--- src/rtl/hazard_ctrl_pkg.sv ---
// Shared types and constants for the pipeline hazard controller.
package hazard_ctrl_pkg;
  localparam int REG_W_MAX = 8;
  typedef logic [REG_W_MAX-1:0] reg_idx_t;
  localparam reg_idx_t XZR = reg_idx_t'(31);

  localparam logic [1:0] FWD_RF  = 2'b00;
  localparam logic [1:0] FWD_MEM = 2'b10;
  localparam logic [1:0] FWD_WB  = 2'b01;

  typedef enum logic [1:0] {RUN, DRAIN, HALTED} state_t;

  typedef struct packed {
    logic     valid;
    reg_idx_t rd;
    logic     regWrite;
    logic     memRead;
    logic     branch;
    reg_idx_t rn;
    reg_idx_t rm;
    logic     use_rn;
    logic     use_rm;
  } stage_t;

  localparam stage_t BUBBLE = '0;

  // XZR is never a real producer, so it never matches.
  function automatic logic reg_match(stage_t p, reg_idx_t idx);
    return p.valid && p.regWrite && (p.rd == idx) && (idx != XZR);
  endfunction
endpackage

--- src/rtl/hazard_ctrl_if.sv ---
// Decode/execute side bus between the pipeline datapath and the hazard controller.
interface hazard_ctrl_if #(parameter int REG_W = 5, parameter int CNT_W = 16);
  logic             valid_D;
  logic [REG_W-1:0] rn_D, rm_D, rd_D;
  logic             use_rn_D, use_rm_D;
  logic             regWrite_D, memRead_D, branch_D;
  logic             zero_E;
  logic             halt_req;
  logic             stall_F, stall_D, flush_D, flush_E, pcSrc;
  logic [1:0]       forwardA, forwardB;
  logic             halted;
  logic [CNT_W-1:0] stall_cnt, flush_cnt;

  modport master (
    output valid_D, rn_D, rm_D, rd_D, use_rn_D, use_rm_D,
           regWrite_D, memRead_D, branch_D, zero_E, halt_req,
    input  stall_F, stall_D, flush_D, flush_E, pcSrc,
           forwardA, forwardB, halted, stall_cnt, flush_cnt
  );

  modport slave (
    input  valid_D, rn_D, rm_D, rd_D, use_rn_D, use_rm_D,
           regWrite_D, memRead_D, branch_D, zero_E, halt_req,
    output stall_F, stall_D, flush_D, flush_E, pcSrc,
           forwardA, forwardB, halted, stall_cnt, flush_cnt
  );
endinterface

--- src/rtl/hazard_cnt.sv ---
// Saturating event counter; sticks at all-ones.
module hazard_cnt #(
  parameter int CNT_W = 16
) (
  input  logic             clk,
  input  logic             reset,
  input  logic             en,
  output logic [CNT_W-1:0] cnt
);
  always_ff @(posedge clk or posedge reset) begin
    if (reset)                 cnt <= '0;
    else if (en && cnt != '1)  cnt <= cnt + CNT_W'(1);
  end
endmodule

--- src/rtl/hazard_ctrl.sv ---
// Stall/flush/forward control for a 5-stage pipeline with a drain-and-halt FSM.
module hazard_ctrl
  import hazard_ctrl_pkg::*;
#(
  parameter int REG_W = 5,
  parameter int CNT_W = 16
) (
  input logic         clk,
  input logic         reset,
  hazard_ctrl_if.slave bus
);
  state_t     state, state_nxt;
  stage_t     e_q, m_q, w_q, d_rec, e_nxt;
  logic       taken, load_use, stall_inc, flush_inc;
  logic       s_f, s_d, f_d, f_e, pc_sel;
  logic [1:0] fwd_a, fwd_b;
  logic       unused_bits;

  function automatic reg_idx_t widen(logic [REG_W-1:0] r);
    widen = '0;
    widen[REG_W-1:0] = r;
  endfunction

  // Outside RUN the decode slot is treated as a bubble.
  always_comb begin
    d_rec          = BUBBLE;
    d_rec.valid    = bus.valid_D && (state == RUN);
    d_rec.rd       = widen(bus.rd_D);
    d_rec.rn       = widen(bus.rn_D);
    d_rec.rm       = widen(bus.rm_D);
    d_rec.use_rn   = bus.use_rn_D;
    d_rec.use_rm   = bus.use_rm_D;
    d_rec.regWrite = bus.regWrite_D;
    d_rec.memRead  = bus.memRead_D;
    d_rec.branch   = bus.branch_D;
  end

  assign taken    = e_q.valid && e_q.branch && bus.zero_E;
  assign load_use = d_rec.valid && e_q.valid && e_q.memRead &&
                    ((d_rec.use_rn && reg_match(e_q, d_rec.rn)) ||
                     (d_rec.use_rm && reg_match(e_q, d_rec.rm)));

  always_comb begin
    state_nxt = state;
    s_f       = 1'b0;
    s_d       = 1'b0;
    f_d       = 1'b0;
    f_e       = 1'b0;
    pc_sel    = 1'b0;
    stall_inc = 1'b0;
    flush_inc = 1'b0;
    fwd_a     = FWD_RF;
    fwd_b     = FWD_RF;

    if (e_q.use_rn && reg_match(m_q, e_q.rn))      fwd_a = FWD_MEM;
    else if (e_q.use_rn && reg_match(w_q, e_q.rn)) fwd_a = FWD_WB;
    if (e_q.use_rm && reg_match(m_q, e_q.rm))      fwd_b = FWD_MEM;
    else if (e_q.use_rm && reg_match(w_q, e_q.rm)) fwd_b = FWD_WB;

    unique case (state)
      RUN: begin
        // A taken branch squashes the stalled consumer anyway, so it wins.
        if (taken) begin
          pc_sel    = 1'b1;
          f_d       = 1'b1;
          f_e       = 1'b1;
          flush_inc = 1'b1;
        end else if (load_use) begin
          s_f       = 1'b1;
          s_d       = 1'b1;
          f_e       = 1'b1;
          stall_inc = 1'b1;
        end
        if (bus.halt_req) state_nxt = DRAIN;
      end
      DRAIN: begin
        s_f = 1'b1;
        f_d = 1'b1;
        if (taken) begin
          pc_sel    = 1'b1;
          f_e       = 1'b1;
          flush_inc = 1'b1;
        end
        if (!e_q.valid && !m_q.valid && !w_q.valid) state_nxt = HALTED;
      end
      HALTED: begin
        s_f   = 1'b1;
        s_d   = 1'b1;
        fwd_a = FWD_RF;
        fwd_b = FWD_RF;
      end
      default: state_nxt = RUN;
    endcase

    e_nxt = f_e ? BUBBLE : d_rec;
  end

  always_ff @(posedge clk or posedge reset) begin
    if (reset) state <= RUN;
    else       state <= state_nxt;
  end

  always_ff @(posedge clk or posedge reset) begin
    if (reset) begin
      e_q <= BUBBLE;
      m_q <= BUBBLE;
      w_q <= BUBBLE;
    end else begin
      e_q <= e_nxt;
      m_q <= e_q;
      w_q <= m_q;
    end
  end

  hazard_cnt #(.CNT_W(CNT_W)) u_stall_cnt (
    .clk(clk), .reset(reset), .en(stall_inc), .cnt(bus.stall_cnt)
  );
  hazard_cnt #(.CNT_W(CNT_W)) u_flush_cnt (
    .clk(clk), .reset(reset), .en(flush_inc), .cnt(bus.flush_cnt)
  );

  // Reset masks the combinational outputs so they read zero immediately.
  assign bus.stall_F  = !reset && s_f;
  assign bus.stall_D  = !reset && s_d;
  assign bus.flush_D  = !reset && f_d;
  assign bus.flush_E  = !reset && f_e;
  assign bus.pcSrc    = !reset && pc_sel;
  assign bus.forwardA = reset ? FWD_RF : fwd_a;
  assign bus.forwardB = reset ? FWD_RF : fwd_b;
  assign bus.halted   = !reset && (state == HALTED);

  assign unused_bits = ^{m_q, w_q};
endmodule

--- src/flat_wrapper.sv ---
// flat-port wrapper written by rule: the top's interface ports become plain ports
module hazard_ctrl_flat import hazard_ctrl_pkg::*;
#(
  parameter int REG_W = 5,
  parameter int CNT_W = 16
)
  (clk, reset, bus_valid_D, bus_rn_D, bus_rm_D, bus_rd_D, bus_use_rn_D, bus_use_rm_D, bus_regWrite_D, bus_memRead_D, bus_branch_D, bus_zero_E, bus_halt_req, bus_stall_F, bus_stall_D, bus_flush_D, bus_flush_E, bus_pcSrc, bus_forwardA, bus_forwardB, bus_halted, bus_stall_cnt, bus_flush_cnt);
  hazard_ctrl_if #(.REG_W(REG_W), .CNT_W(CNT_W)) bus_i ();
  input logic clk;
  input logic reset;
  input wire logic [$bits(bus_i.valid_D)-1:0] bus_valid_D;
  input wire logic [$bits(bus_i.rn_D)-1:0] bus_rn_D;
  input wire logic [$bits(bus_i.rm_D)-1:0] bus_rm_D;
  input wire logic [$bits(bus_i.rd_D)-1:0] bus_rd_D;
  input wire logic [$bits(bus_i.use_rn_D)-1:0] bus_use_rn_D;
  input wire logic [$bits(bus_i.use_rm_D)-1:0] bus_use_rm_D;
  input wire logic [$bits(bus_i.regWrite_D)-1:0] bus_regWrite_D;
  input wire logic [$bits(bus_i.memRead_D)-1:0] bus_memRead_D;
  input wire logic [$bits(bus_i.branch_D)-1:0] bus_branch_D;
  input wire logic [$bits(bus_i.zero_E)-1:0] bus_zero_E;
  input wire logic [$bits(bus_i.halt_req)-1:0] bus_halt_req;
  output wire logic [$bits(bus_i.stall_F)-1:0] bus_stall_F;
  output wire logic [$bits(bus_i.stall_D)-1:0] bus_stall_D;
  output wire logic [$bits(bus_i.flush_D)-1:0] bus_flush_D;
  output wire logic [$bits(bus_i.flush_E)-1:0] bus_flush_E;
  output wire logic [$bits(bus_i.pcSrc)-1:0] bus_pcSrc;
  output wire logic [$bits(bus_i.forwardA)-1:0] bus_forwardA;
  output wire logic [$bits(bus_i.forwardB)-1:0] bus_forwardB;
  output wire logic [$bits(bus_i.halted)-1:0] bus_halted;
  output wire logic [$bits(bus_i.stall_cnt)-1:0] bus_stall_cnt;
  output wire logic [$bits(bus_i.flush_cnt)-1:0] bus_flush_cnt;
  assign bus_i.valid_D = bus_valid_D;
  assign bus_i.rn_D = bus_rn_D;
  assign bus_i.rm_D = bus_rm_D;
  assign bus_i.rd_D = bus_rd_D;
  assign bus_i.use_rn_D = bus_use_rn_D;
  assign bus_i.use_rm_D = bus_use_rm_D;
  assign bus_i.regWrite_D = bus_regWrite_D;
  assign bus_i.memRead_D = bus_memRead_D;
  assign bus_i.branch_D = bus_branch_D;
  assign bus_i.zero_E = bus_zero_E;
  assign bus_i.halt_req = bus_halt_req;
  assign bus_stall_F = bus_i.stall_F;
  assign bus_stall_D = bus_i.stall_D;
  assign bus_flush_D = bus_i.flush_D;
  assign bus_flush_E = bus_i.flush_E;
  assign bus_pcSrc = bus_i.pcSrc;
  assign bus_forwardA = bus_i.forwardA;
  assign bus_forwardB = bus_i.forwardB;
  assign bus_halted = bus_i.halted;
  assign bus_stall_cnt = bus_i.stall_cnt;
  assign bus_flush_cnt = bus_i.flush_cnt;
  hazard_ctrl #(.REG_W(REG_W), .CNT_W(CNT_W)) u_core (.clk(clk), .reset(reset), .bus(bus_i));
endmodule
--- config.mk ---
export PLATFORM = sky130hd
export DESIGN_NAME = hazard_ctrl_flat
export DESIGN_NICKNAME = d
export VERILOG_FILES = /design/src/rtl/hazard_ctrl_pkg.sv /design/src/rtl/hazard_ctrl_if.sv /design/src/rtl/hazard_cnt.sv /design/src/rtl/hazard_ctrl.sv /design/src/flat_wrapper.sv
export SDC_FILE = /design/constraint.sdc
export NUM_CORES = 1
export LEC_CHECK = 0
export CAP_MARGIN = 5
export CORE_UTILIZATION = 30
export CTS_CLUSTER_SIZE = 25
export DETAILED_ROUTE_END_ITERATION = 12
export MAX_ROUTING_LAYER = met4
export PLACE_DENSITY = 0.55
export SYNTH_ARGS = -nofsm -noshare
export SYNTH_HDL_FRONTEND = slang
export SYNTH_SLANG_ARGS = --single-unit
--- constraint.sdc ---
create_clock -name clk -period 5.8 [get_ports clk]
set_input_delay 0.87 -clock clk [delete_from_list [all_inputs] [get_ports clk]]
set_output_delay 0.87 -clock clk [all_outputs]
set_load 0.05 [all_outputs]
# Word-level counts from Yosys, hierarchy flattened
# Index checks and enable logic that the tools add are counted.
# Widths: inputs -> output; s select.
[word_totals]
input_bits = 25
reg_bits = 84
out_inout_bits = 42
[op_classes]
muxes = 22
bitwise_logic = 1
n_eq_ne = 16
reduce_logical = 46
addsub = 2
[op_table]
columns = ["op", "count"]
rows = [
  ["$logic_and 1x1->1", 37],
  ["$add 16x1->16 const B", 2],
  ["$eq 8x8->1", 4],
  ["$ne 16x16->1 const B", 2],
  ["$mux 30", 1],
  ["$eq 8x5->1", 2],
  ["$mux 2", 8],
  ["$ne 8x5->1 const B", 2],
  ["$ne 5x5->1 const B", 2],
  ["$mux 1", 8],
  ["$pmux 1 s2", 4],
  ["$pmux 2 s3", 1],
  ["$logic_not 1->1", 4],
  ["$reduce_or 2->1", 2],
  ["$reduce_and 3->1", 1],
  ["$eq 2x1->1 const B", 1],
  ["$eq 2x2->1 const B", 1],
  ["$logic_not 2->1", 1],
  ["$ne 2x1->1 const B", 1],
  ["$ne 2x2->1 const B", 1],
  ["$logic_or 1x1->1", 1],
  ["$not 1->1", 1],
]

# Longest topological paths before layout
[depth]
ltp_word = 10
mapped_depth = 8
ltp_nobuf = 8

# Cells and area by module
# Synthesis repeated with hierarchy kept, for this count alone.
[unflattened]
hier_cells = 295
hier_area_um2 = 3387.0
[modules_own_cells]
columns = ["module", "instances", "seq_area_each_um2", "area_per_inst_um2", "cells_each"]
rows = [
  ["hazard_ctrl", 1, 925.9, 1775.5, 153],
  ["hazard_cnt", 2, 400.4, 805.8, 71],
]

# Worst setup path after synthesis
# No wires, ideal clock.
[synth_timing]
kind = "input to output"
start = "input reset"
end = "output bus_forwardB[0]"
stages = 5
setup_slack_ns = 1.663
t_required_ns = 4.930
t_arrival_ns = 3.267
path_cell_list = "clkbuf_1 -> nor2_1 -> nand3_1 -> or4_1 -> nor4_1"
[synth_between]
elab_chain_cells = 1
[synth_rtl]
columns = ["element", "line", "source"]
rows = [
  ["start: declaration", "flat_wrapper.sv:10", "input logic reset;"],
  ["$mux 2", "hazard_ctrl.sv:129", "assign bus.forwardB = reset ? FWD_RF : fwd_b;"],
  ["end: declaration", "flat_wrapper.sv:28", "output wire logic [$bits(bus_i.forwardB)-1:0] bus_forwardB;"],
]
# No other way between the ends.

# Final worst setup path
[layout_timing]
start = "input bus_rn_D[4]"
end = "output bus_stall_F"
[layout_between]
elab_chain_cells = 10
elab_cells_between_ends = 11
classes_between = "eq/ne: 2; mux: 3; reduce/logical: 6"
[layout_rtl]
columns = ["element", "line", "source"]
rows = [
  ["start: declaration", "flat_wrapper.sv:12", "input wire logic [$bits(bus_i.rn_D)-1:0] bus_rn_D;"],
  ["$eq 8x5->1", "hazard_ctrl_pkg.sv:29", "return p.valid && p.regWrite && (p.rd == idx) && (idx != XZR);"],
  ["$logic_and 1x1->1", "hazard_ctrl_pkg.sv:29", ""],
  ["$logic_and 1x1->1 (*)", "hazard_ctrl_pkg.sv:29", ""],
  ["$logic_and 1x1->1 (*)", "hazard_ctrl.sv:40", "((d_rec.use_rn && reg_match(e_q, d_rec.rn)) ||"],
  ["$logic_or 1x1->1 (*)", "hazard_ctrl.sv:40", ""],
  ["$logic_and 1x1->1 (*)", "hazard_ctrl.sv:39", "assign load_use = d_rec.valid && e_q.valid && e_q.memRead &&"],
  ["$mux 1 (*)", "hazard_ctrl.sv:68", "end else if (load_use) begin"],
  ["$mux 1 (*)", "hazard_ctrl.sv:63", "if (taken) begin"],
  ["$pmux 1 s2 (*)", "hazard_ctrl.sv:60", "unique case (state)"],
  ["$logic_and 1x1->1 (*)", "hazard_ctrl.sv:123", "assign bus.stall_F = !reset && s_f;"],
  ["end: declaration", "flat_wrapper.sv:22", "output wire logic [$bits(bus_i.stall_F)-1:0] bus_stall_F;"],
]
# Every way passes the cells marked *; elsewhere a longest branch is shown, timed or not.

==> out/metrics.csv <==
stage,metric,value,unit
timing,rsz0062_at_grt,false,
synthesis,synth-seq-cells,69,
floorplan,die_h,106,µm
timing,setup_viol,0,
timing,hold_viol_final,0,
critical_path,crit_arrival,3.52,ns
worst_hold_path,hold_path_class,flip-flop to flip-flop,
cells_and_area,final_layout_size_suffix_gt1_share,8.74,%
critical_path,critPathMaxFanout,17,
clock_tree,clk_latency,0.34,ns
floorplan,core,10400,µm²
cells_and_area,nFillCells,1020,
timing,tns,0,ns
clock_tree,cts_tree,done,
synthesis,syn-cell-area,3250,µm²
clock_tree,cts_setup_buffers,0,
status,run_status,finished clean,
synthesis,ys_seq_area_share,53.1,%
timing,timing.hold.ws,0.383,ns
critical_path,critical_path_class,input pin to primary output,
cells_and_area,antenna_cells,0,
cells_and_area,area_growth,32.9,%
timing,period_share,75.7,%
synthesis,synth.distinct_cells,39,
placed_design,hpwlAfterDp,5.07,mm
power_and_ir_drop,peakVddDrop,0.215,mV
detailed_routing,drtPass1Iterations,4,
critical_path,cp.required,4.93,ns
clock_tree,cts_buffers,9,
detailed_routing,routedWlPerCell,13.5,µm
floorplan,die_area,11300,µm²
synthesis,yosys_warnings,0,
global_routing,grt_max_degree,43,
global_routing,grtUsageTotal,13.9,%
detailed_routing,drt_iter0_drc,53,
detailed_routing,ant_nets,0,
synthesis,syn_nets,319,
floorplan,initial_core_util,31.2,%
clock_tree,cts.path.max_buffers,2,
clock_tree,clock-sinks,69,
run,maxCapViolCount,0,
timing,final.min_clock_period,4.39,ns
global_routing,grt_pass1_wl,11.7,mm
critical_path,startpoint_type,input pin,
detailed_routing,wl,6.79,mm
clock_tree,holdBufCountCts,0,
critical_path,cp-end-kind,primary output,
floorplan,die_w,106,µm
clock_tree,cts_resized,0,
power_and_ir_drop,leakagePower,1.82,nW
power_and_ir_drop,powerDensity,308,nW/µm²
timing,clock.fmax,228,MHz
timing,worst_pin_slew,0.669,ns
synthesis,synth_cells,287,
global_routing,antenna_found_initial,0,
detailed_routing,via_per_inst,4.56,
floorplan,ios,67,
placed_design,io_buffers,66,
cells_and_area,fin_nets,393,
clock_tree,cts_root_buf,clkbuf_8,
floorplan,num_rows,37,
global_routing,grt_pass1_vias,2388,
clock_tree,clk_pin_slew_worst_paths,0.07,ns
timing,slew_headroom,55.3,%
synthesis,syn_area_per_cell,11.3,µm²
cells_and_area,final_util,41.5,%
global_routing,overflow,0,
placed_design,gp_congestion,0.758,
synthesis,yosys.area.top_type,dfrtp_1,
clock_tree,h-tree-depth,3,
detailed_routing,vias,2289,
timing,slew_viol_final,0,
synthesis,yosys-top-cells-area,"dfrtp_1 (53%), xnor2_1 (9.2%), xor2_1 (5.9%)",
detailed_routing,drc,0,
synthesis,yosys.area.top_type_share,53.1,%
timing,finClkSkew,0.00705,ns
==> cell usage after synthesis <==
cell	instances
a221oi_1	1
ha_1	7
nand4_1	8
and3_1	7
or4_1	3
nor4_2	1
o21ai_0	4
a31oi_1	1
nor4_1	8
or3_1	4
xor2_1	22
dfrtp_1	69
o2111a_1	1
or2_2	1
buf_2	1
a2111oi_4	2
nand2_1	22
a211oi_1	1
o2111ai_1	1
nor3b_2	1
nor3_1	6
clkbuf_1	4
nor4b_2	1
nor2_1	13
nor4_4	1
a21oi_1	4
nand3_1	17
nor4b_1	1
and3b_1	1
buf_6	1
o21ai_2	1
inv_1	9
mux2_2	2
nor3_4	1
and2_1	21
and4_1	3
or2_1	1
nand3_2	1
xnor2_1	34
==> cells by family (layout without fill, tap and decap cells) <==
kind of cell	count (synthesis)	count (layout)	synth area share [%]
AND/OR/NAND/NOR	122	122	21.9
flip-flops	69	69	53.1
XOR/XNOR	56	56	15.1
AO/OA/AOI/OAI	16	16	4.50
buffers and inverters	15	94	2.00
adder cells (fa/ha/maj)	7	7	2.69
multiplexers	2	2	0.693
==> critical path: stages <==
cell and delay (ns):
clkdlybuf4s50_1 0.45, or2_2 0.34, a2111oi_4 0.41, o21ai_2 0.08
buf_4 0.21, a211oi_1 0.31, clkdlybuf4s50_1 0.86
==> path summary, 6_finish.rpt <==
| path | from | end | slack (ns) | depth (start not counted) |
|---|---|---|---|---|
| setup / recovery | bus_rn_D[4] | bus_stall_F | 1.41 | 7 |
| hold / removal | u_core.m_q[20] | u_core.w_q[20] | 0.38 | 0 |
| setup reg to reg | u_core.u_stall_cnt.cnt[0] | u_core.u_stall_cnt.cnt[1] | 3.43 | 6 |
| hold reg to reg | u_core.m_q[20] | u_core.w_q[20] | 0.38 | 0 |
| max in group asynchronous | reset | u_core.w_q[21] | 3.65 | 3 |
| min in group asynchronous | reset | u_core.u_stall_cnt.cnt[12] | 1.23 | 2 |
==> layout by cell type (no fill, tap or decap), drive strengths merged, types with 8 or more instances in the layout <==
| master | count |
|---|---|
| dfrtp | 69 |
| clkdlybuf4s50 | 66 |
| xnor2 | 34 |
| nand2 | 22 |
| xor2 | 22 |
| and2 | 21 |
| nand3 | 18 |
| nor2 | 13 |
| clkbuf | 10 |
| nor4 | 10 |
| inv | 9 |
| nand4 | 8 |
==> layer usage <==
| metal | GRT usage [%] | vias up | part of all wire, % |
|---|---|---|---|
| li1 | - | 1132 | - |
| met1 | 18.7 | 1089 | 50 |
| met2 | 20.3 | 56 | 44 |
| met3 | 2.64 | 12 | 3.9 |
| met4 | 6.55 | 0 | 2.2 |
| met5 | - | - | 0 |
==> metrics by stage <==
stage	cell area (µm²)	total power [W]	worst slack, ns	instances
3_3_place_gp	4070	0.000862	1.47	486
6_report	4320	0.00133	1.41	502
4_1_cts	4320	0.00135	1.40	502
3_5_place_dp	4070	0.000866	1.40	486
2_1_floorplan	3250	0.000764	1.66	287
5_1_grt	4320	0.00140	1.25	502
==> report_power, final <==
group | switching [W] | internal [W] | total, W
Combinational | 0.000169 | 0.000114 | 0.000283
Clock | 0.000181 | 0.000296 | 0.000477
Sequential | 0.0000457 | 0.000526 | 0.000572
==> area by class of cell <==
type	count	area, µm²	share of cell area (%)
Multi-Input combinational cell	203	1460	33.8
Clock buffer	10	138	3.18
Sequential cell	69	1730	40.0
Clock inverter	6	110	2.55
Tap cell	136	170	3.94
Inverter	9	33.8	0.782
Timing Repair Buffer	69	683	15.8
==> registers in the layout, indices dropped and copies added (netlist names) <==
name                    flops
u_core.e_q                 21
u_core.u_flush_cnt.cnt     16
u_core.u_stall_cnt.cnt     16
u_core.m_q                  7
u_core.w_q                  7
u_core.state                2
Note: power is estimated with default switching activity, not from simulation.
